## src/rtl/demux_pkg.sv

```systemverilog
// Shared types for the 1-to-2 stream demux.
// Destination codes and routing FSM states.
package demux_pkg;

  typedef enum logic {
    IDLE   = 1'b0,
    LOCKED = 1'b1
  } state_e;

  localparam logic DEST_OUT0 = 1'b0;
  localparam logic DEST_OUT1 = 1'b1;

endpackage

```

## src/rtl/demux_out_slice.sv

```systemverilog
// One-entry output register slot.
// Refill is allowed in the same cycle as a drain.
module demux_out_slice #(
  parameter int WIDTH = 8
) (
  input  logic             clk,
  input  logic             rst_n,
  input  logic             wr_en,
  input  logic [WIDTH-1:0] wr_data,
  input  logic             wr_last,
  input  logic             rd_ready,
  output logic             full,
  output logic [WIDTH-1:0] rd_data,
  output logic             rd_last,
  output logic             can_accept
);

  logic             full_q, full_d;
  logic [WIDTH-1:0] data_q, data_d;
  logic             last_q, last_d;

  assign can_accept = ~full_q | rd_ready;

  always_comb begin
    full_d = full_q;
    data_d = data_q;
    last_d = last_q;
    if (wr_en) begin
      full_d = 1'b1;
      data_d = wr_data;
      last_d = wr_last;
    end else if (full_q && rd_ready) begin
      full_d = 1'b0;
    end
  end

  always_ff @(posedge clk) begin
    if (!rst_n) begin
      full_q <= 1'b0;
      data_q <= '0;
      last_q <= 1'b0;
    end else begin
      full_q <= full_d;
      data_q <= data_d;
      last_q <= last_d;
    end
  end

  assign full    = full_q;
  assign rd_data = data_q;
  assign rd_last = last_q;

endmodule

```

## src/rtl/demux_1_to_2_stream.sv

```systemverilog
// Packet-locked 1-to-2 stream demux.
// in_sel is latched on a packet's first beat.
module demux_1_to_2_stream
  import demux_pkg::*;
#(
  parameter int WIDTH = 8
) (
  input  logic             clk,
  input  logic             rst_n,
  input  logic [WIDTH-1:0] in_data,
  input  logic             in_last,
  input  logic             in_sel,
  input  logic             in_valid,
  output logic             in_ready,
  output logic [WIDTH-1:0] out0_data,
  output logic             out0_last,
  output logic             out0_valid,
  input  logic             out0_ready,
  output logic [WIDTH-1:0] out1_data,
  output logic             out1_last,
  output logic             out1_valid,
  input  logic             out1_ready,
  output logic             busy
);

  state_e state_q, state_d;
  logic   lock_sel_q, lock_sel_d;
  logic   dest;
  logic   accept;
  logic   can0, can1;
  logic   wr0, wr1;

  assign dest = (state_q == IDLE) ? in_sel : lock_sel_q;

  assign in_ready = (dest == DEST_OUT1) ? can1 : can0;
  assign accept   = in_valid & in_ready;
  assign wr0      = accept & (dest == DEST_OUT0);
  assign wr1      = accept & (dest == DEST_OUT1);

  always_comb begin
    state_d    = state_q;
    lock_sel_d = lock_sel_q;
    unique case (state_q)
      IDLE: begin
        if (accept && !in_last) begin
          state_d    = LOCKED;
          lock_sel_d = in_sel;
        end
      end
      LOCKED: begin
        if (accept && in_last) begin
          state_d = IDLE;
        end
      end
      default: state_d = IDLE;
    endcase
  end

  always_ff @(posedge clk) begin
    if (!rst_n) begin
      state_q    <= IDLE;
      lock_sel_q <= 1'b0;
    end else begin
      state_q    <= state_d;
      lock_sel_q <= lock_sel_d;
    end
  end

  assign busy = (state_q == LOCKED);

  demux_out_slice #(.WIDTH(WIDTH)) u_slice0 (
    .clk        (clk),
    .rst_n      (rst_n),
    .wr_en      (wr0),
    .wr_data    (in_data),
    .wr_last    (in_last),
    .rd_ready   (out0_ready),
    .full       (out0_valid),
    .rd_data    (out0_data),
    .rd_last    (out0_last),
    .can_accept (can0)
  );

  demux_out_slice #(.WIDTH(WIDTH)) u_slice1 (
    .clk        (clk),
    .rst_n      (rst_n),
    .wr_en      (wr1),
    .wr_data    (in_data),
    .wr_last    (in_last),
    .rd_ready   (out1_ready),
    .full       (out1_valid),
    .rd_data    (out1_data),
    .rd_last    (out1_last),
    .can_accept (can1)
  );

endmodule
```

## config.mk

```make
export PLATFORM = sky130hd
export DESIGN_NAME = demux_1_to_2_stream
export DESIGN_NICKNAME = d
export VERILOG_FILES = /design/src/rtl/demux_pkg.sv /design/src/rtl/demux_out_slice.sv /design/src/rtl/demux_1_to_2_stream.sv
export SDC_FILE = /design/constraint.sdc
export NUM_CORES = 1
export LEC_CHECK = 0
export ABC_CLOCK_PERIOD_IN_PS = 1800
export CORE_UTILIZATION = 41
export DETAILED_ROUTE_END_ITERATION = 8
export PLACE_DENSITY = 0.87
export SYNTH_ARGS = -nofsm -noshare
export SYNTH_HDL_FRONTEND = slang
export SYNTH_SLANG_ARGS = --single-unit
```

## constraint.sdc

```tcl
create_clock -name clk -period 1.8 [get_ports clk]
set_input_delay 0.27 -clock clk [delete_from_list [all_inputs] [get_ports clk]]
set_output_delay 0.27 -clock clk [all_outputs]
set_load 0.01 [all_outputs]
```

==> results.cfg, run 1 <==
[setup_path]
cp-end-kind = primary output
critical_path_arrival_ns = 1.48
crit_type = input port to primary output
cp_max_fo = 2
startpoint_type = input port
cp.required_ns = 1.53

[yosys]
synthesis.area_um2 = 892
ys_seq_area_share_pct = 49.4
synth_fp_nets = 92
yosysTopAreaCell = dfxtp_1
synth.distinct_cells = 18
ys_warn_count = 0
ys_ff_latch = 22
synth_top_cell_area_share_pct = 49.4
synth.avg_cell_area_um2 = 11.6
netlist_top_cells_area = dfxtp_1 49%, mux2i_1 21%, nor2b_1 13%
netlist_instances = 77

[placement]
dp_slack_ns = -0.209
gp_congestion = 0.683
port_buffers = 36
place_hpwl_um = 1350

[floorplanning]
start_util_pct = 44.6
die_area_mm2 = 0.00237
die_h_um = 48.6
ioPinCount = 37
rows = 16
die_w_um = 48.6
core-area_mm2 = 0.00200

[power_and_ir_drop]
vdd_drop_max_uv = 409
power.internal_uw = 784
clkPwrFrac_pct = 25.7
power_density_mw_per_mm2 = 743
comb_power_share_pct = 22.5
switching_share_pct = 23.6
p_leak_nw = 0.608
p_switching_uw = 243
power_frac_seq_pct = 51.7

[routing]
firstDrtPassIters = 3
post_drt_wl_per_cell_um = 12.7
first_iter_violations = 1
drc = 0
ant_nets = 0
viasPerCell = 4.69
totalWireLength_um = 1890
vias = 699

[layout]
drive_gt1_share_pct = 15.6
fin_util_pct = 69.0
fillers = 146
layout_common_cells = 35 x clkdlybuf4s50_1, 21 x dfxtp_1, 19 x mux2i_1, 18 x nor2b_1, 8 x buf_4
multi_input_area_um2 = 429
synthToLayoutAreaGrowth_pct = 54.8
layout_commonest_cell = clkdlybuf4s50_1
antenna_cells = 0
regArea_um2 = 442
fin_nets = 138

[global_route]
antenna_found_initial = 0
grt_usage_pct = 17.6
grt_max_degree = 24
grt_pass1_vias = 748
grt_overflow = 0
grt_pass1_wl_um = 3220

[sta]
drv_slew = 0
max_clock_freq_ghz = 0.571
setup_viol = 0
hold_violations = 0
relSlewSlack_pct = 57.6
finalSetupTns_ns = 0
fin_crit_sh_pct = 97.2
tightest_slew_ns = 0.634
grt_setup_unrepaired = no
finClkSkew_ns = 0.00245
period_needed_ns = 1.75
fin_ws_ns = 0.0496

[cts]
clk_pin_slew_ns = 0.11
clock_sinks = 22
clk_latency_ns = 0.30
htreeDepth = 1
cts-root-buf = clkbuf_4
hold_buffers = 0
numCtsBuffers = 3
cts_buffer_depth = 2
cts_tree = done

[outcome]
status = finished, final reports clean

[flow_run]
drv_cap = 0

[worst_hold_path]
hp-class = flop to flop
==> power groups by stage <==
| stage | logic (mW) | clock network, mW | registers [mW] |
|---|---|---|---|
| floorplan | 0.0901 | 0 | 0.555 |
| global placement | 0.221 | 0 | 0.541 |
| detailed placement | 0.225 | 0 | 0.542 |
| CTS | 0.228 | 0.275 | 0.531 |
| global route | 0.249 | 0.292 | 0.535 |
| finish | 0.231 | 0.264 | 0.531 |
==> area by class of cell <==
cell class | count | area share, %
flip-flops and latches | 22 | 32.0
multi-input cells | 51 | 31.1
clock buffers | 4 | 2.63
repair buffers | 45 | 31.9
well taps | 27 | 2.45
==> critical path: stages <==
cell	delay (ns)
clkdlybuf4s50_1	0.43
mux2i_2	0.21
mux2_4	0.33
clkdlybuf4s15_1	0.24
==> timing repair <==
item | in CTS | in global routing
gates resized for setup | 2 | 2
setup buffers | 1 | 1
pin swaps | 0 | 0
endpoints found under the setup margin | 1 | 1
==> logic make-up after synthesis <==
| logic type | Yosys count | synth area share (%) |
|---|---|---|
| buffers and inverters | 4 | 2.95 |
| AOI/OAI and AO/OA | 5 | 4.49 |
| muxes | 21 | 24.1 |
| DFF | 22 | 49.4 |
| and+or+nand+nor | 25 | 19.1 |
==> registers in the layout, summed over array words and instances (netlist names), named ones only <==
register / count
u_slice0.full: 1
u_slice1.rd_last: 1
lock_sel_q: 1
u_slice0.rd_last: 1
u_slice0.rd_data: 8
u_slice1.full: 1
u_slice1.rd_data: 8
==> worst paths after layout <==
| check | from | to | slack, ns | cells after the start |
|---|---|---|---|---|
| max reg2reg | flop | lock_sel_q$_SDFFE_PN0P_ | 0.16 | 7 |
| min reg2reg | lock_sel_q$_SDFFE_PN0P_ | lock_sel_q$_SDFFE_PN0P_ | 0.48 | 2 |
| min | lock_sel_q$_SDFFE_PN0P_ | lock_sel_q$_SDFFE_PN0P_ | 0.48 | 2 |
| max | in_sel | in_ready | 0.05 | 4 |
==> routing by layer <==
metal	GRT usage, %	part of all wire (%)	vias to the layer above
li1	-	-	352
met1	19.4	46	314
met2	30.3	46	27
met3	3.46	5.3	6
met4	11.8	2.8	0
met5	0	0	-
==> cell usage after synthesis, drive strengths merged <==
cell type / count
a21boi: 2
buf: 2
nand3b: 1
or2b: 1
nand2: 2
dfxtp: 22
mux2: 1
clkbuf: 2
nor2b: 18
and3: 1
a211oi: 1
nand3: 1
mux2i: 20
nand2b: 1
o21a: 1
a21oi: 1
==> metrics by stage <==
stage	hold slack (ns)	total power [mW]	cells	cell area, µm²
finish	0.482	1.03	149	1380
global placement	0.455	0.762	143	1330
detailed placement	0.471	0.767	143	1330
CTS	0.488	1.03	148	1370
floorplan	0.412	0.645	77	892
global route	0.508	1.08	149	1380
Power figures use the tool's default switching activity.
==> run 2, diff against run 1 <==
--- a/config.mk
+++ b/config.mk
@@ -6,6 +6,7 @@
 export NUM_CORES = 1
 export LEC_CHECK = 0
 export ABC_CLOCK_PERIOD_IN_PS = 1800
+export CAP_MARGIN = 10
 export CORE_UTILIZATION = 41
 export DETAILED_ROUTE_END_ITERATION = 8
 export PLACE_DENSITY = 0.87
==> results of run 2 <==
Same layout as run 1: the final DEF is identical, and so are final timing and power.
==> run 3, diff against run 2 <==
--- a/config.mk
+++ b/config.mk
@@ -8,6 +8,7 @@
 export ABC_CLOCK_PERIOD_IN_PS = 1800
 export CAP_MARGIN = 10
 export CORE_UTILIZATION = 41
+export CTS_CLUSTER_SIZE = 24
 export DETAILED_ROUTE_END_ITERATION = 8
 export PLACE_DENSITY = 0.87
 export SYNTH_ARGS = -nofsm -noshare
==> results of run 3 <==
Same layout as run 1: the final DEF is identical, and so are final timing and power.
